### src/rtl/gps_frame_parser.sv
// gps_frame_parser: parses Motorola-style binary "@@Ha" position/status frames
// from a UART byte stream. It hunts for the header, checks the ID, XOR checksum
// and CR/LF trailer, and publishes the decoded fields atomically on good frames.
// Also provides frame statistics, an inter-byte timeout and a synchronised
// 1PPS strobe.
// Optional build macro GPS_PPS_STAMP_EN: latches a free-running cycle counter
// into PPS_STAMP on each PPS strobe. When the macro is undefined, PPS_STAMP is 0.
module gps_frame_parser #(
    parameter int         CHANNELS    = 12,
    parameter logic [7:0] MSG_ID0     = 8'h48,
    parameter logic [7:0] MSG_ID1     = 8'h61,
    parameter int         TIMEOUT_CYC = 20000
) (
    input  logic        CLK,
    input  logic        RESET,
    input  logic [7:0]  RX_DATA,
    input  logic        RX_VALID,
    input  logic        GPS_PPS,
    output logic [15:0] GPS_YEAR,
    output logic [7:0]  GPS_MONTH,
    output logic [7:0]  GPS_DAY,
    output logic [7:0]  GPS_HOUR,
    output logic [7:0]  GPS_MINUTES,
    output logic [7:0]  GPS_SECOND,
    output logic [31:0] GPS_LATITUDE,
    output logic [31:0] GPS_LONGITUDE,
    output logic [31:0] GPS_HEIGHT,
    output logic [31:0] GPS_ALTITUDE,
    output logic [7:0]  GPS_VISIBLE_SATS,
    output logic [7:0]  GPS_TRACKED_SATS,
    output logic        GPS_LOCKED,
    output logic        FRAME_VALID,
    output logic [15:0] FRAME_OK_CNT,
    output logic [15:0] FRAME_ERR_CNT,
    output logic        PPS_STROBE,
    output logic [31:0] PPS_STAMP
);

    // Total frame length including "@@" and CR/LF; derived from CHANNELS only.
    localparam int         FRAME_LEN = 82 + 6 * CHANNELS;
    localparam logic [7:0] LAST_BODY = 8'(FRAME_LEN - 4);
    localparam int         TMO_W     = $clog2(TIMEOUT_CYC + 1);
    localparam logic [TMO_W-1:0] TMO_LAST = TMO_W'(TIMEOUT_CYC - 1);

    localparam logic [2:0] ST_HUNT1 = 3'd0;
    localparam logic [2:0] ST_HUNT2 = 3'd1;
    localparam logic [2:0] ST_ID0   = 3'd2;
    localparam logic [2:0] ST_ID1   = 3'd3;
    localparam logic [2:0] ST_BODY  = 3'd4;
    localparam logic [2:0] ST_CKSUM = 3'd5;
    localparam logic [2:0] ST_CR    = 3'd6;
    localparam logic [2:0] ST_LF    = 3'd7;

    logic [2:0]       state_reg, state_next;
    logic [7:0]       idx_reg, idx_next;
    logic [7:0]       cksum_reg, cksum_next;
    logic             err_reg, err_next;
    logic [TMO_W-1:0] tmo_reg, tmo_next;
    logic             commit, frame_bad, timeout_hit;

    logic [15:0] sh_year;
    logic [7:0]  sh_month, sh_day, sh_hour, sh_min, sh_sec, sh_vis, sh_trk;
    logic [31:0] sh_lat, sh_lon, sh_height, sh_alt;
    logic        sh_locked;

    // One bit per channel record: the current byte is that channel's status byte.
    logic [CHANNELS-1:0] lock_hit;
    genvar gi;
    generate
        for (gi = 0; gi < CHANNELS; gi++) begin : g_lock
            assign lock_hit[gi] = (idx_reg == 8'(58 + 6 * gi));
        end
    endgenerate

    // Parser next-state: header hunt, running checksum, trailer checks, idle timeout.
    always_comb begin
        state_next  = state_reg;
        idx_next    = idx_reg;
        cksum_next  = cksum_reg;
        err_next    = err_reg;
        tmo_next    = tmo_reg;
        commit      = 1'b0;
        frame_bad   = 1'b0;
        timeout_hit = 1'b0;
        if (state_reg == ST_HUNT1) begin
            tmo_next = '0;
        end else if (!RX_VALID) begin
            if (tmo_reg == TMO_LAST) begin
                timeout_hit = 1'b1;
                state_next  = ST_HUNT1;
                tmo_next    = '0;
            end else begin
                tmo_next = tmo_reg + TMO_W'(1);
            end
        end else begin
            tmo_next = '0;
        end
        if (RX_VALID) begin
            case (state_reg)
                ST_HUNT1: if (RX_DATA == 8'h40) state_next = ST_HUNT2;
                ST_HUNT2: state_next = (RX_DATA == 8'h40) ? ST_ID0 : ST_HUNT1;
                ST_ID0: begin
                    if (RX_DATA == MSG_ID0) begin
                        state_next = ST_ID1;
                        cksum_next = RX_DATA;
                    end else if (RX_DATA != 8'h40) begin
                        state_next = ST_HUNT1;
                    end
                end
                ST_ID1: begin
                    if (RX_DATA == MSG_ID1) begin
                        state_next = ST_BODY;
                        cksum_next = cksum_reg ^ RX_DATA;
                        idx_next   = 8'd4;
                        err_next   = 1'b0;
                    end else begin
                        state_next = ST_HUNT1;
                    end
                end
                ST_BODY: begin
                    cksum_next = cksum_reg ^ RX_DATA;
                    if (idx_reg == LAST_BODY) state_next = ST_CKSUM;
                    else                      idx_next   = idx_reg + 8'd1;
                end
                ST_CKSUM: begin
                    if (RX_DATA != cksum_reg) err_next = 1'b1;
                    state_next = ST_CR;
                end
                ST_CR: begin
                    if (RX_DATA != 8'h0D) err_next = 1'b1;
                    state_next = ST_LF;
                end
                default: begin
                    if (!err_reg && RX_DATA == 8'h0A) commit    = 1'b1;
                    else                              frame_bad = 1'b1;
                    state_next = ST_HUNT1;
                end
            endcase
        end
    end

    // Parser state registers.
    always_ff @(posedge CLK) begin
        if (RESET) begin
            state_reg <= ST_HUNT1;
            idx_reg   <= '0;
            cksum_reg <= '0;
            err_reg   <= 1'b0;
            tmo_reg   <= '0;
        end else begin
            state_reg <= state_next;
            idx_reg   <= idx_next;
            cksum_reg <= cksum_next;
            err_reg   <= err_next;
            tmo_reg   <= tmo_next;
        end
    end

    // Capture field bytes into shadow registers while the body streams past.
    always_ff @(posedge CLK) begin
        if (RESET) begin
            sh_year <= '0; sh_month <= '0; sh_day <= '0; sh_hour <= '0;
            sh_min <= '0; sh_sec <= '0; sh_vis <= '0; sh_trk <= '0;
            sh_lat <= '0; sh_lon <= '0; sh_height <= '0; sh_alt <= '0;
            sh_locked <= 1'b0;
        end else if (RX_VALID && state_reg == ST_ID1) begin
            sh_locked <= 1'b0;
        end else if (RX_VALID && state_reg == ST_BODY) begin
            case (idx_reg)
                8'd4:                      sh_month  <= RX_DATA;
                8'd5:                      sh_day    <= RX_DATA;
                8'd6, 8'd7:                sh_year   <= {sh_year[7:0], RX_DATA};
                8'd8:                      sh_hour   <= RX_DATA;
                8'd9:                      sh_min    <= RX_DATA;
                8'd10:                     sh_sec    <= RX_DATA;
                8'd15, 8'd16, 8'd17, 8'd18: sh_lat    <= {sh_lat[23:0], RX_DATA};
                8'd19, 8'd20, 8'd21, 8'd22: sh_lon    <= {sh_lon[23:0], RX_DATA};
                8'd23, 8'd24, 8'd25, 8'd26: sh_height <= {sh_height[23:0], RX_DATA};
                8'd27, 8'd28, 8'd29, 8'd30: sh_alt    <= {sh_alt[23:0], RX_DATA};
                8'd55:                     sh_vis    <= RX_DATA;
                8'd56:                     sh_trk    <= RX_DATA;
                default: ;
            endcase
            if ((|lock_hit) && RX_DATA[3]) sh_locked <= 1'b1;
        end
    end

    // Publish shadows on a good frame and keep saturating frame statistics.
    always_ff @(posedge CLK) begin
        if (RESET) begin
            GPS_YEAR <= '0; GPS_MONTH <= '0; GPS_DAY <= '0; GPS_HOUR <= '0;
            GPS_MINUTES <= '0; GPS_SECOND <= '0; GPS_LATITUDE <= '0;
            GPS_LONGITUDE <= '0; GPS_HEIGHT <= '0; GPS_ALTITUDE <= '0;
            GPS_VISIBLE_SATS <= '0; GPS_TRACKED_SATS <= '0; GPS_LOCKED <= 1'b0;
            FRAME_VALID <= 1'b0; FRAME_OK_CNT <= '0; FRAME_ERR_CNT <= '0;
        end else begin
            FRAME_VALID <= commit;
            if (commit) begin
                GPS_YEAR <= sh_year; GPS_MONTH <= sh_month; GPS_DAY <= sh_day;
                GPS_HOUR <= sh_hour; GPS_MINUTES <= sh_min; GPS_SECOND <= sh_sec;
                GPS_LATITUDE <= sh_lat; GPS_LONGITUDE <= sh_lon;
                GPS_HEIGHT <= sh_height; GPS_ALTITUDE <= sh_alt;
                GPS_VISIBLE_SATS <= sh_vis; GPS_TRACKED_SATS <= sh_trk;
                GPS_LOCKED <= sh_locked;
                if (FRAME_OK_CNT != 16'hFFFF) FRAME_OK_CNT <= FRAME_OK_CNT + 16'd1;
            end
            if ((frame_bad || timeout_hit) && FRAME_ERR_CNT != 16'hFFFF)
                FRAME_ERR_CNT <= FRAME_ERR_CNT + 16'd1;
        end
    end

    logic pps_meta_reg, pps_sync_reg, pps_prev_reg;
    logic pps_rise;
    assign pps_rise = pps_sync_reg & ~pps_prev_reg;

    // Two-stage synchroniser on the asynchronous PPS input, then rising-edge strobe.
    always_ff @(posedge CLK) begin
        if (RESET) begin
            pps_meta_reg <= 1'b0;
            pps_sync_reg <= 1'b0;
            pps_prev_reg <= 1'b0;
            PPS_STROBE   <= 1'b0;
        end else begin
            pps_meta_reg <= GPS_PPS;
            pps_sync_reg <= pps_meta_reg;
            pps_prev_reg <= pps_sync_reg;
            PPS_STROBE   <= pps_rise;
        end
    end

`ifdef GPS_PPS_STAMP_EN
    logic [31:0] cycle_cnt_reg, stamp_reg;
    // Free-running cycle counter; the stamp holds the count of the strobe cycle.
    always_ff @(posedge CLK) begin
        if (RESET) begin
            cycle_cnt_reg <= '0;
            stamp_reg     <= '0;
        end else begin
            cycle_cnt_reg <= cycle_cnt_reg + 32'd1;
            if (pps_rise) stamp_reg <= cycle_cnt_reg + 32'd1;
        end
    end
    assign PPS_STAMP = stamp_reg;
`else
    assign PPS_STAMP = '0;
`endif

endmodule

### config.mk
export PLATFORM = sky130hd
export DESIGN_NAME = gps_frame_parser
export DESIGN_NICKNAME = d
export VERILOG_FILES = /design/src/rtl/gps_frame_parser.sv
export SDC_FILE = /design/constraint.sdc
export NUM_CORES = 1
export LEC_CHECK = 0
export ABC_AREA = 1
export ABC_CLOCK_PERIOD_IN_PS = 1800
export CAP_MARGIN = 20
export CORE_MARGIN = 3
export CORE_UTILIZATION = 45
export DETAILED_ROUTE_END_ITERATION = 10
export PLACE_DENSITY = 0.71
export SETUP_SLACK_MARGIN = 0.05
export SYNTH_ARGS = -nofsm -noshare
export SYNTH_HDL_FRONTEND = slang
export SYNTH_SLANG_ARGS = --single-unit
export TNS_END_PERCENT = 5
### constraint.sdc
create_clock -name CLK -period 1.8 [get_ports CLK]
set_input_delay 0.27 -clock CLK [delete_from_list [all_inputs] [get_ports CLK]]
set_output_delay 0.27 -clock CLK [all_outputs]
set_load 0.01 [all_outputs]
==> results of run 1 <==
-- kinds of logic after synthesis --
group           count (synthesis)
xor+xnor                       32
buf+inv                       285
fa+ha+maj                       7
other cells                     1
simple gates                  993
compound gates                606
flops                         474
mux                             1
-- repair_timing --
item	CTS	global route
pin swaps	3	9
setup buffers	0	4
endpoints found under the setup margin	504	235
gates cloned	0	3
gates resized for setup	221	54
-- Yosys cell counts (28+ instances only) --
cell / instances
nor2_1: 667
dfxtp_1: 474
o21ai_0: 385
nand2_1: 186
a21oi_1: 164
inv_1: 85
clkbuf_1: 80
nand3_1: 68
buf_4: 50
o21ai_1: 48
buf_2: 47
nor3_1: 28
-- power by group through the flow --
stage	Clock [mW]	Combinational [mW]	Sequential, mW
after floorplan	0	0.319	10.7
final	10.6	0.528	10.5
after CTS	10.8	0.524	10.5
after global placement	0	0.518	10.7
after detailed placement	0	0.520	10.7
after global routing	11.3	0.572	10.5
-- worst max path at each step --
stage / to / slack (ns)
2_1_floorplan: FRAME_ERR_CNT[7] / 0.08
3_3_place_gp: GPS_LONGITUDE[31] / -0.33
3_5_place_dp: GPS_HEIGHT[12] / -0.39
4_1_cts: sh_year[10] / 0.02
5_1_grt: sh_lat[25] / -0.0002
6_report: sh_trk[1] / 0.08
-- routing by layer --
layer	global-route usage	vias up	wire, µm
li1	-	8321	-
met3	0.0426	81	2630
met5	0	-	0
met2	0.373	424	23900
met1	0.295	7716	22700
met4	0.0667	0	1160
-- per-stage QoR --
step	total power, mW	std cells	util	hold WS (ns)
floorplan	11.0	2430	-	0.374
global placement	11.2	3154	0.551	0.379
detailed placement	11.2	3154	0.551	0.383
CTS	21.8	3243	0.588	0.219
global route	22.3	3251	0.595	0.252
finish	21.6	3251	0.595	0.238
-- cell type report --
cell class | count | share of cell area
diodes | 1 | 0.000105
well taps | 525 | 0.0276
multi-input cells | 1671 | 0.326
clock buffers | 61 | 0.0564
flip-flops and latches | 474 | 0.400
clock inverters | 28 | 0.0146
inverters | 105 | 0.0175
repair buffers | 386 | 0.158
-- critical path: stages, from the launching register on --
cell and delay [ns]:
dfxtp_4 0.36, inv_2 0.09, ha_4 0.14, buf_4 0.13
nand3_2 0.13, nor4_4 0.33, buf_4 0.19, clkbuf_16 0.15
a21oi_1 0.06
==> results.cfg, run 1 <==
[detailed_routing]
route.final.wire_length_um = 50400
antenna_left = 0
detail_route.vias_per_cell = 5.09
detailedRoute.firstIterationViolations = 1050
wl_per_cell_um = 15.5
vias = 16500
drt_pre_antenna_iters = 5
drcViolationCount = 0

[power]
power_frac_clock = 0.490
ratio_of_total_power_to_cell_area_nw_per_um2 = 908
peakVddDrop_uv = 720
internal_power_mw = 17.0
sequential_cell_fraction_of_total_power = 0.485
combinational_cell_fraction_of_total_power = 0.024
power_leakage_nw = 11.1
netsw_mw = 4.64
netSwitchingFraction = 0.215

[clock_tree]
tritoncts.num_buffers = 49
root_buffer_cell = clkbuf_16
clk_transition_reported_paths_ns = 0.06
cts-root-to-sink-buffers = 3
clkLatencyLatePin_ns = 0.59
cts_hold_repair.buffers = 0
tritoncts_clock_tree = built
htree_num_levels = 2
clock_sink_count = 474

[sta]
final_max_slew_viol_count = 0
setup_ws_ns = 0.0766
grt_setup_unrepaired = yes
post-route-period-util = 0.957
timing.final.crit_period_ns = 1.72
final_count_of_hold_timing_violations = 0
fin_setup_tns_ns = 0
maximum_operating_frequency_mhz = 580
report.final.setup_viol = 0
final.setup_skew_ns = 0.0216

[hold_path]
hold_start = GPS_PPS
min_delay_path_depth = 3
class_of_the_tightest_hold_or_removal_check = input port to register
min_delay_worst_endpoint = pps_meta_reg

[die]
ioPinCount = 279
die_area_um2 = 43200
initial_utilization = 0.458
coreArea_um2 = 40000
std_cell_rows = 73
dieWidth_um = 208
die_y_um = 208

[placement]
port_bufs = 246
gpl.final_weighted_congestion = 0.880
pre_cts_ws_ns = -0.390
dpl_hpwl_um = 32800
placement.cell_area_um2 = 22000

[cells_and_area]
multiInputGateArea_um2 = 7750
nets = 2706
sequential_cell_area_um2 = 9520
flow.area_growth_from_synthesis_pct = 29.9
final_cell_mix = nor2_1, dfxtp_1, o21ai_0
n_fill_cell = 3627
final_area_um2 = 23800
drive_above_1_share = 0.115
mostFrequentLayoutCell = nor2_1

[setup_path]
critical_path.endpoint_type = register
start_kind = register
critical_path.max_fanout = 8
worst_ep_required_time_ns = 2.25
crit_start = idx_reg[1]
reg2reg_from = idx_reg[1]
ff_to_ff_setup_slack_ns = 0.08
r2r_end = sh_trk[1]
arrival_ns = 2.17
setup.worst_path.class = register to register
r2r_cells = 8

[logic_synthesis]
number_of_enable_flip_flop_cells_after_synthesis = 0
syn-mean-instance-area_um2 = 7.64
area_fraction_in_compound_gates_after_synthesis = 0.167
xor_xnor_cell_area_share_of_the_yosys_netlist = 0.0153
synth.distinct_cells = 41
synth_top_area_frac = 0.518
synth_top_family_by_area = simple AND/OR/NAND/NOR gates
synthAdderAreaFrac = 0.00478
yosys-mux-area-fraction = 0.000546
syn_area_um2 = 18300
simple_gate_share_of_the_synthesized_area = 0.222
ys_seq_elements = 474
synth_flop_cell = dfxtp_1
count_of_mapped_cells_out_of_synthesis = 2399
post_synthesis_cell_type_with_the_largest_combined_area = dfxtp_1
area_contributors_post_synth = dfxtp_1, nor2_1, o21ai_0, a21oi_1, nand2_1
synth-warning-count = 0
seq_area_frac_synth = 0.518
synthArstFlopShare = 0

[run]
cap_viol_max_count = 0

[global_route]
number_of_global_route_vias_before_repair = 15700
number_of_antenna_violations_at_the_first_check_in_global_routing = 2
grt_start_max_net_pins = 91
grt_util_all_layers = 0.223
global_route_wire_length_before_repair_um = 81300
globalRouteOverflowTotal = 0

[outcome]
run_status = finished clean
Power figures use the tool's default switching activity.
==> inputs of run 2 (changes only) <==
--- a/config.mk
+++ b/config.mk
@@ -13,6 +13,7 @@
 export DETAILED_ROUTE_END_ITERATION = 10
 export PLACE_DENSITY = 0.71
 export SETUP_SLACK_MARGIN = 0.05
+export SKIP_LAST_GASP = 1
 export SYNTH_ARGS = -nofsm -noshare
 export SYNTH_HDL_FRONTEND = slang
 export SYNTH_SLANG_ARGS = --single-unit
==> run 2 against run 1 <==
Against the previous run:
- the run now ends with setup timing left
- final cell count barely moved
- final area rose by 0.48%
- worst hold slack improved by 0.0066 ns
- total power barely moved
- critical path depth fell by 7
- clock power barely moved
- via count did not move
- first-iteration DRC count fell by 2.8%
- critical path type is now register to output port
- highest routed layer unchanged
==> results.cfg, run 2 (synthesis gave the netlist of run 1 again) <==
[sta]
grt_setup_unrepaired = yes
setup_ws_ns = -0.0181
timing.final.crit_period_ns = 1.82
report.final.setup_viol = 12
final_max_slew_viol_count = 0
final.setup_skew_ns = 0.0191
final_count_of_hold_timing_violations = 0
maximum_operating_frequency_mhz = 550
post-route-period-util = 1.01

[die]
ioPinCount = 279
die_y_um = 208
die_area_um2 = 43200
dieWidth_um = 208
coreArea_um2 = 40000
initial_utilization = 0.458
std_cell_rows = 73

[clock_tree]
tritoncts_clock_tree = built
clock_sink_count = 474
clkLatencyLatePin_ns = 0.59
tritoncts.num_buffers = 49
htree_num_levels = 2
clk_transition_reported_paths_ns = 0.06
root_buffer_cell = clkbuf_16
cts-root-to-sink-buffers = 3

[hold_path]
class_of_the_tightest_hold_or_removal_check = input port to register

[setup_path]
crit_chain = clkdlybuf4s50_1
setup.worst_path.class = register to output port
critical_path.max_fanout = 4
critPathBufInv = 1
start_kind = register
crit_family = buffers and inverters
crit_path_top_delay_cell = clkdlybuf4s50_1
critical_path.endpoint_type = output port
arrival_ns = 1.55
worst_ep_required_time_ns = 1.53
worst_path_largest_cell_delay_ns = 0.57

[power]
ratio_of_total_power_to_cell_area_nw_per_um2 = 904
power_leakage_nw = 10.2
peakVddDrop_uv = 677

[detailed_routing]
drcViolationCount = 0
vias = 16500
detailedRoute.firstIterationViolations = 1021
detail_route.vias_per_cell = 5.09
route.final.wire_length_um = 50300
drt_pre_antenna_iters = 5
wl_per_cell_um = 15.5
antenna_left = 0

[placement]
pre_cts_ws_ns = -0.390
dpl_hpwl_um = 32800
port_bufs = 246
dp_cells = 3154
gpl.final_weighted_congestion = 0.880

[cells_and_area]
nets = 2703
mostFrequentLayoutCell = nor2_1
final_instance_count_without_filler_cells = 3248
drive_above_1_share = 0.111
n_fill_cell = 3505
final_cell_mix = nor2_1, dfxtp_1, o21ai_0
flow.area_growth_from_synthesis_pct = 30.5

[global_route]
globalRouteOverflowTotal = 0
grt_start_max_net_pins = 91
number_of_global_route_vias_before_repair = 15800
number_of_antenna_violations_at_the_first_check_in_global_routing = 2
grt_util_all_layers = 0.224
global_route_wire_length_before_repair_um = 81400

[run]
cap_viol_max_count = 0

[outcome]
run_status = finished, violations left
failing_checks = setup timing
[run 2: changes by cell type in the layout (fill, tap and decap cells not counted), sizes merged]
cell	before	now
buf	137	135
dlymetal6s2s	0	1
clkbuf	64	63
dlygate4sd2	196	18
clkdlybuf4s50	50	227
[run 2: final cells by class]
type | count | area, µm² | area share
antenna | 1 | 2.50 | 0.000105
clock buffer | 61 | 1340 | 0.0561
clock inverter | 28 | 347 | 0.0145
inverter | 105 | 414 | 0.0173
multi-input combinational | 1671 | 7700 | 0.322
sequential | 474 | 9510 | 0.398
tap | 525 | 657 | 0.0275
timing repair buffer | 383 | 3930 | 0.165
[run 2: worst paths after layout]
check | endpoint | slack [ns] | cells after the start | from
worst min register to register | PPS_STROBE | 0.40 | 1 | pps_prev_reg
worst max register to register | sh_year[10] | 0.04 | 9 | idx_reg[0]
worst max-delay path | FRAME_OK_CNT[14] | -0.02 | 1 | FRAME_OK_CNT[14]
worst min-delay path | pps_meta_reg | 0.24 | 3 | GPS_PPS
[run 2: report_power, final]
group,internal (mW),switching [mW]
registers,10.5,0.000850
logic,0.176,0.350
clock network,6.32,4.29
total,17.0,4.64
[run 2: what timing repair did]
action | in CTS | in global routing
pin swaps | 2 | 7
cloned | 0 | 2
endpoints found under the setup margin | 504 | 413
buffers inserted | 0 | 2
hold buffers | 0 | 0
gates resized for setup | 38 | 35
[run 2: metrics by stage]
stage / TNS, ns / utilization / hold WS [ns] / area [µm²] / power, mW
after floorplan: 0 / - / 0.374 / 18400 / 11.0
after global routing: -2.87 / 0.598 / 0.254 / 23900 / 22.3
final: -0.0884 / 0.598 / 0.244 / 23900 / 21.6
after detailed placement: -78.07 / 0.551 / 0.383 / 22000 / 11.2
after CTS: -1.11 / 0.594 / 0.219 / 23700 / 21.8
after global placement: -62.85 / 0.551 / 0.379 / 22000 / 11.2
[run 2: routing by layer]
layer,global-route usage,vias to the layer above,part of all wire
met4,0.0665,0,0.023
met3,0.0434,82,0.052
met1,0.295,7732,0.45
met5,0,-,0
li1,-,8318,-
met2,0.373,410,0.47
==> inputs of run 3 (changes only) <==
--- a/config.mk
+++ b/config.mk
@@ -8,7 +8,7 @@
 export ABC_AREA = 1
 export ABC_CLOCK_PERIOD_IN_PS = 1800
 export CAP_MARGIN = 20
-export CORE_MARGIN = 3
+export CORE_MARGIN = 2
 export CORE_UTILIZATION = 45
 export DETAILED_ROUTE_END_ITERATION = 10
 export PLACE_DENSITY = 0.71
==> run 3 against run 2 <==
Against the previous run:
- the flow still finishes with violations (setup timing)
- non-clock buffer count rose by 20
- clock skew is 0.0053 ns lower
- die area decreased by 1.9%
- critical path depth stayed put
- clock power down 4%
- sequential power hardly changed
- utilization increased by 0.68 points
- combinational power grew 0.8%
- sequential share of layout area fell by 0.30 points
- routed wire length fell by 0.33%
- critical path type unchanged
==> results.cfg, run 3 (synthesis gave the netlist of run 1 again) <==
[clock_tree]
clock_sink_count = 474
cts_hold_repair.buffers = 0
clk_transition_reported_paths_ns = 0.06
cts-root-to-sink-buffers = 3
htree_num_levels = 2
root_buffer_cell = clkbuf_16
tritoncts_clock_tree = built
clkLatencyLatePin_ns = 0.58
tritoncts.num_buffers = 50

[cells_and_area]
final_cell_mix = nor2_1, dfxtp_1, o21ai_0
drive_above_1_share = 0.121
multiInputGateArea_um2 = 7760
nets = 2725
n_fill_cell = 3532
flow.area_growth_from_synthesis_pct = 31.7
mostFrequentLayoutCell = nor2_1
sequential_cell_area_um2 = 9520
final_instance_count_without_filler_cells = 3270

[sta]
grt_setup_unrepaired = yes
setup_ws_ns = -0.0318
report.final.setup_viol = 7
final.setup_skew_ns = 0.0138
final_max_slew_viol_count = 0
pin_slew_with_the_least_headroom_to_its_limit_ns = 0.522
final_count_of_hold_timing_violations = 0
post-route-period-util = 1.02
timing.slew.headroom = 0.652
hold_ws_ns = 0.249
timing.final.crit_period_ns = 1.83
maximum_operating_frequency_mhz = 546

[setup_path]
r2r_end = sh_year[6]
start_kind = register
crit_chain = clkdlybuf4s50_1
worst_path_largest_cell_delay_ns = 0.57
crit_family = buffers and inverters
critical_path.endpoint_type = output port
critical_path.max_fanout = 6
r2r_cells = 9
arrival_ns = 1.56
worst_ep_required_time_ns = 1.53
reg2reg_from = idx_reg[0]
ff_to_ff_setup_slack_ns = -0.01
crit_path_top_delay_cell = clkdlybuf4s50_1
setup.worst_path.class = register to output port
critPathBufInv = 1

[detailed_routing]
antenna_left = 0
detailedRoute.firstIterationViolations = 1140
drcViolationCount = 0
route.final.wire_length_um = 50200
detail_route.vias_per_cell = 5.10
drt_pre_antenna_iters = 5
wl_per_cell_um = 15.3
vias = 16700

[global_route]
grt_start_max_net_pins = 106
global_route_wire_length_before_repair_um = 80400
globalRouteOverflowTotal = 0
number_of_global_route_vias_before_repair = 15800
grt_util_all_layers = 0.232
number_of_antenna_violations_at_the_first_check_in_global_routing = 3

[power]
netSwitchingFraction = 0.209
power_leakage_nw = 10.2
ratio_of_total_power_to_cell_area_nw_per_um2 = 881
internal_power_mw = 16.8
combinational_cell_fraction_of_total_power = 0.025
netsw_mw = 4.45
p_total_mw = 21.2
peakVddDrop_uv = 778
sequential_cell_fraction_of_total_power = 0.494
power_frac_clock = 0.481

[hold_path]
min_delay_path_depth = 3
min_delay_worst_endpoint = pps_meta_reg
class_of_the_tightest_hold_or_removal_check = input port to register
hold_start = GPS_PPS

[outcome]
run_status = finished, violations left
failing_checks = setup timing

[die]
std_cell_rows = 73
initial_utilization = 0.459
ioPinCount = 279
die_y_um = 206
die_area_um2 = 42300
dieWidth_um = 206
coreArea_um2 = 39900

[placement]
dp_cells = 3162
port_bufs = 246
dpl_hpwl_um = 32700
gpl.final_weighted_congestion = 0.884

[run]
cap_viol_max_count = 0
## run 3: cell types whose count changed in the layout (fill, tap and decap cells not counted), sizes merged, moves of 2 or more
cell           before  now
buf               135  154
bufinv              7    4
clkbuf             63   77
clkdlybuf4s50     227  232
clkinv             15    8
clkinvlp            5    2
diode               1    3
dlygate4sd2        18   14
## run 3: worst max path at each step
stage	start	endpoint	depth (start not counted)
floorplan	FRAME_ERR_CNT[0]	FRAME_ERR_CNT[7]	10
global placement	RX_DATA[1]	FRAME_OK_CNT[2]	11
detailed placement	RX_DATA[1]	GPS_LATITUDE[14]	11
CTS	FRAME_ERR_CNT[8]	FRAME_ERR_CNT[8]	1
global route	FRAME_OK_CNT[1]	FRAME_OK_CNT[13]	8
finish	FRAME_ERR_CNT[8]	FRAME_ERR_CNT[8]	1
## run 3: layout make-up
type | count | area share
Timing Repair Buffer | 403 | 0.171
Multi-Input combinational cell | 1672 | 0.322
Inverter | 105 | 0.0173
Tap cell | 525 | 0.0272
Clock buffer | 74 | 0.0602
Sequential cell | 474 | 0.395
Clock inverter | 14 | 0.00742
Antenna cell | 3 | 0.000311
## run 3: routing by layer
layer / wire length [µm] / track usage
met3: 2690 / 0.0361
met5: 0 / 0
met1: 22300 / 0.307
met2: 23900 / 0.384
met4: 1220 / 0.0860
## run 3: what timing repair did
| action | in CTS | in global routing |
|---|---|---|
| endpoints found under the setup margin | 384 | 618 |
| setup buffers | 1 | 11 |
| gates cloned | 0 | 5 |
| resized for setup | 29 | 85 |
| pin swaps | 1 | 14 |
## run 3: power by group through the flow
stage,registers [mW],logic (mW),clock network [mW]
after floorplan,10.7,0.319,0
after global placement,10.7,0.519,0
after detailed placement,10.7,0.524,0
after CTS,10.5,0.525,10.4
after global routing,10.5,0.580,10.9
final,10.5,0.530,10.2
## run 3: stage by stage
| step | setup TNS, ns | util | cell area (µm²) | worst slack, ns |
|---|---|---|---|---|
| 6_report | -0.0714 | 0.604 | 24100 | -0.0318 |
| 4_1_cts | -0.802 | 0.595 | 23700 | -0.0566 |
| 3_3_place_gp | -56.29 | 0.554 | 22100 | -0.276 |
| 5_1_grt | -4.55 | 0.604 | 24100 | -0.0818 |
| 3_5_place_dp | -61.57 | 0.554 | 22100 | -0.316 |
| 2_1_floorplan | 0 | - | 18400 | 0.0803 |
==> variant 1 (flow settings as in run 1) <==
`cksum_reg` no longer has a reset.
--- a/src/rtl/gps_frame_parser.sv
+++ b/src/rtl/gps_frame_parser.sv
@@ -144,16 +144,18 @@
         if (RESET) begin
             state_reg <= ST_HUNT1;
             idx_reg   <= '0;
-            cksum_reg <= '0;
             err_reg   <= 1'b0;
             tmo_reg   <= '0;
         end else begin
             state_reg <= state_next;
             idx_reg   <= idx_next;
-            cksum_reg <= cksum_next;
             err_reg   <= err_next;
             tmo_reg   <= tmo_next;
         end
+    end
+
+    always_ff @(posedge CLK) begin
+        cksum_reg <= cksum_next;
     end
 
     // Capture field bytes into shadow registers while the body streams past.
Check against the original RTL: not settled (the Yosys comparison gave no result); the edit may change what the design does.
==> variant 1 against run 1 <==
Core utilization is 0.22 points higher; area after synthesis grew 0.18%; fmax decreased by 0.84%; worst setup slack worse by 0.015 ns; clock skew up 0.012 ns; via count down 0.37%; power fell by 1.6%; global-route usage down 0.18 points; synthesized cell count decreased by 2.3%; sequential cell count is the same; cell count is 1.7% lower; wire length grew 1.2%; final area is 0.36% higher; largest cell class unchanged; largest power group is now sequential cells.
==> variant 1: results (changes against run 1) <==
STATUS
-----------------------------------------------------------------------------------------------------
Status ................................................................................. complete, no violations

PLACE
-----------------------------------------------------------------------------------------------------
Gp weighted congestion .................................................................       0.8702   -1.2%
DP HPWL ................................................................................     33.24 mm   +1.5%
Cell area after placement .............................................................. 0.02184 mm^2   -0.91%
Dpl cells ..............................................................................         3092   -2.0%
Worst setup slack before clock tree synthesis ..........................................   -0.4332 ns   -0.04301 ns

CRITICAL PATH
-----------------------------------------------------------------------------------------------------
Library cell contributing the largest single delay on the critical path ................      dfxtp_2
WP data arrival ........................................................................      2.02 ns   -0.15 ns

FINISH
-----------------------------------------------------------------------------------------------------
Total of fill cells in the finished design .............................................         3595   -0.88%
Post-route insts no fill ...............................................................         3195   -1.7%
Antenna Diode Count ....................................................................            0   -1
Final Net Count ........................................................................         2649   -2.1%
Layout cell share with drive strength beyond 1 .........................................       0.1288   +0.01361

PWR
-----------------------------------------------------------------------------------------------------
Switching portion of total power .......................................................       0.2125   -0.002065
Power density cells .................................................................... 891.1 mW/mm^2   -1.9%
Peak supply drop .......................................................................  0.0006080 V   -16%
Leakage power summed over all cells ....................................................     10.03 nW   -9.3%

ROUTING
-----------------------------------------------------------------------------------------------------
Initial drt markers ....................................................................         1175   +12%
Vias per cell ..........................................................................        5.158   +1.4%
Per-cell routed wire length ............................................................     15.97 um   +3.0%
Detailed-router iteration count before antenna repair ..................................            7   +2

SYNTHESIS
-----------------------------------------------------------------------------------------------------
Netlist cell types .....................................................................           44   +7.3%
Area share of the largest cell type after synthesis ....................................       0.5083   -0.009679
Post-synthesis sequential area ratio ...................................................       0.5214   +0.003410
Xor and xnor area share after synthesis ................................................      0.01622   +0.0009262
Multiplexer share of the synthesized area ..............................................            0   -0.0005464
Number of synthesized flops with an enable pin .........................................            8   +8
Post-synthesis share of cell area spent on full adders, half adders and majority gates .     0.004772   -0.000008800
Synthesized-area fraction occupied by ao, oa, aoi and oai cells ........................       0.1626   -0.004261
Mean cell area of the mapped netlist ...................................................   7.827 um^2   +2.5%
Top post-synthesis cells by count ...................................................... 574 x nand2_1, 466 x dfxtp_1, 359 x a21oi_1, 250 x nor2_1, 171 x o21ai_0

CLOCKING
-----------------------------------------------------------------------------------------------------
Clock buffer count from CTS ............................................................           48   -2.0%
Number of cells upsized or downsized after cts .........................................          234   +5.9%

GLOBAL ROUTE
-----------------------------------------------------------------------------------------------------
Wire length of the first global-routing pass ...........................................     80.44 mm   -1.1%
Number of antenna violations at the first check in global routing ......................            0   -2
Global-route usage over all layers .....................................................       0.2215   -0.001762

TIMING
-----------------------------------------------------------------------------------------------------
Worst hold margin ......................................................................   0.08480 ns   -0.1531 ns

==> variant 1: cell count changes in the layout (fill, tap and decap cells not counted), moves of 18 or more <==
cell	change
dfxtp_1	-19
dlymetal6s2s_1	+21
nor2_1	-420
o21ai_1	-37
clkdlybuf4s50_1	-31
a211oi_1	+18
nand3_1	+23
a21oi_1	+190
o21ai_0	-218
nand2_1	+386
==> variant 1: path summary, 6_finish.rpt <==
path	from	end	slack [ns]	cells past startpoint
hold / removal	RESET	FRAME_OK_CNT[3]$_SDFFE_PP0P_	0.08	4
setup / recovery	state_reg[2]$_SDFF_PP0_	cksum_reg[7]$_DFFE_PP_	0.06	7
hold reg to reg	pps_prev_reg$_SDFF_PP0_	PPS_STROBE$_SDFF_PP0_	0.39	1
setup reg to reg	state_reg[2]$_SDFF_PP0_	cksum_reg[7]$_DFFE_PP_	0.06	7
==> variant 1: power by group through the flow <==
| stage | Combinational (W) | Clock (W) | Sequential (W) |
|---|---|---|---|
| 2_1_floorplan | 0.000301 | 0 | 0.0108 |
| 3_3_place_gp | 0.000457 | 0 | 0.0108 |
| 3_5_place_dp | 0.000461 | 0 | 0.0108 |
| 4_1_cts | 0.000463 | 0.0105 | 0.0105 |
| 5_1_grt | 0.000508 | 0.0109 | 0.0105 |
| 6_report | 0.000470 | 0.0103 | 0.0105 |
==> variant 1: routing by layer <==
layer	global-route usage	vias to the layer above	share of wire
li1	-	8185	-
met1	0.3046	7730	0.45
met2	0.3628	487	0.47
met3	0.03166	78	0.053
met4	0.06952	0	0.025
met5	0	-	0
==> variant 1: cell type report <==
class	instances	area share
clock buffer	70	0.06313
tap	525	0.02751
clock inverter	20	0.007230
multi-input combinational	1624	0.3235
sequential	474	0.4023
inverter	99	0.01677
timing repair buffer	383	0.1596
==> variant 2 (settings of run 1) <==
Made on the original files. Build with the macro `GPS_PPS_STAMP_EN` defined.
--- a/src/rtl/gps_frame_parser.sv
+++ b/src/rtl/gps_frame_parser.sv
@@ -5,6 +5,8 @@
 // 1PPS strobe.
 // Optional build macro GPS_PPS_STAMP_EN: latches a free-running cycle counter
 // into PPS_STAMP on each PPS strobe. When the macro is undefined, PPS_STAMP is 0.
+`define GPS_PPS_STAMP_EN
+
 module gps_frame_parser #(
     parameter int         CHANNELS    = 12,
     parameter logic [7:0] MSG_ID0     = 8'h48,
Function: changed (Yosys sat finds a counterexample within 4 cycles, from zero or initial values and one cycle with RESET high).
==> variant 2 against run 1 <==
Critical path depth up 2; wire length up 21%; worst setup slack worse by 0.063 ns; area after synthesis up 14%; power up 11%; largest cell class unchanged; sequential cell count up 64; via count up 19%; final area up 15%; die area up 14%.
==> variant 2: results (changes against run 1) <==
FINISH
--------------------------------------------------------------------------------
Total of fill cells in the finished design ........................         4135   +14%
Fraction of standard cell area that is sequential .................       0.3955   -0.004451
Share of cell area taken by multi-input logic gates ...............       0.3345   +0.008892
Final Net Count ...................................................         3178   +17%
Layout cell share with drive strength beyond 1 ....................       0.1166   +0.001406
Logic inverters ...................................................          161   +53%
Portion of the layout cell area used by clock cells ...............      0.06610   -0.004887

ROUTING
--------------------------------------------------------------------------------
Detailed-router iteration count before antenna repair .............            7   +2
Per-cell routed wire length .......................................     16.09 um   +3.8%

SYNTHESIS
--------------------------------------------------------------------------------
Post-synthesis sequential area ratio ..............................       0.5150   -0.003006
Leading cell types by total area after synthesis .................. dfxtp_1 51%, nor2_1 14%, o21ai_0 7.5%, nand2_1 5.2%, a21oi_1 4.0%
Area share of the largest cell type after synthesis ...............       0.5150   -0.003006
Top post-synthesis cells by count ................................. 806 x nor2_1, 538 x dfxtp_1, 314 x o21ai_0, 291 x nand2_1, 167 x a21oi_1

TIMING
--------------------------------------------------------------------------------
Worst hold margin .................................................    0.1213 ns   -0.1166 ns
Fin Clk Skew ......................................................   0.01780 ns   -0.003790 ns

PLACE
--------------------------------------------------------------------------------
Gp weighted congestion ............................................       0.8987   +2.1%
Worst setup slack before clock tree synthesis .....................   -0.5975 ns   -0.2073 ns
Dpl cells .........................................................         3691   +17%
Port buffer count .................................................          278   +13%
DP HPWL ...........................................................     40.26 mm   +23%

CRITICAL PATH
--------------------------------------------------------------------------------
Worst-case reg-to-reg path depth ..................................           10   +2
R2R Path End ...................................................... sh_month[0]$_SDFFE_PP0P_
WP data arrival ...................................................      2.26 ns   +0.09 ns
Flop-to-flop setup slack ..........................................      0.01 ns   -0.06 ns
Worst setup path startpoint ....................................... state_reg[1]$_SDFF_PP0_

GLOBAL ROUTE
--------------------------------------------------------------------------------
Via count of the first global-routing pass ........................        18612   +18%
Number of antenna violations at the first check in global routing .            0   -2
Largest net degree at the start of global routing .................          110   +21%

WORST HOLD PATH
--------------------------------------------------------------------------------
Cell count of the worst hold path .................................            4   +1
Beginning of the worst hold path ..................................        RESET
Hold Path End ..................................................... cksum_reg[4]$_SDFFE_PP0P_

CLOCKING
--------------------------------------------------------------------------------
Clock buffer count from CTS .......................................           53   +8.2%

PWR
--------------------------------------------------------------------------------
Leakage power summed over all cells ...............................     12.85 nW   +16%

STATUS
--------------------------------------------------------------------------------
Status ............................................................ complete, no violations

variant 2: cell count changes in the layout (fill, tap and decap cells not counted), sizes merged, moves of 32 or more:
cell and change:
nor2 +139, nand2 +99, dlygate4sd2 +69, dfxtp +64
inv +57, clkdlybuf4s50 -39, buf +32, conb -32
variant 2: worst max-delay path, cell delays in order (launching register included):
cell,delay [ns]
dfxtp_2,0.34
nor2_4,0.13
nand2_2,0.09
nor2_4,0.14
buf_6,0.11
nand3_4,0.06
buf_8,0.15
nor3_4,0.24
buf_6,0.20
buf_4,0.12
a21oi_1,0.06
variant 2: kinds of logic (layout without fill, tap and decap cells):
| logic type | after synthesis | count (layout) | synth area share |
|---|---|---|---|
| AO/OA/AOI/OAI | 632 | 632 | 0.1545 |
| XOR/XNOR | 42 | 42 | 0.01759 |
| adder cells (fa/ha/maj) | 8 | 8 | 0.004786 |
| buffers and inverters | 319 | 706 | 0.06473 |
| flip-flops | 538 | 538 | 0.5150 |
| other | 0 | 1 | 0 |
| AND/OR/NAND/NOR | 1272 | 1272 | 0.2435 |
variant 2: layer usage:
layer	wire, um	GRT usage
met1	27010	0.3032
met2	28910	0.3885
met3	3598	0.04382
met4	1614	0.07018
met5	0	0
variant 2: repair_timing:
item,CTS,global route
buffers inserted,0,5
pin swaps,5,34
setup endpoints to repair,478,457
gates cloned,0,7
resized for setup,306,122
variant 2: power by group through the flow:
stage               Combinational (W)  Clock, W  Sequential (W)
detailed placement           0.000671         0          0.0122
finish                       0.000663    0.0115          0.0120
global route                 0.000718    0.0121          0.0120
floorplan                    0.000336         0          0.0123
global placement             0.000666         0          0.0122
CTS                          0.000654    0.0117          0.0120
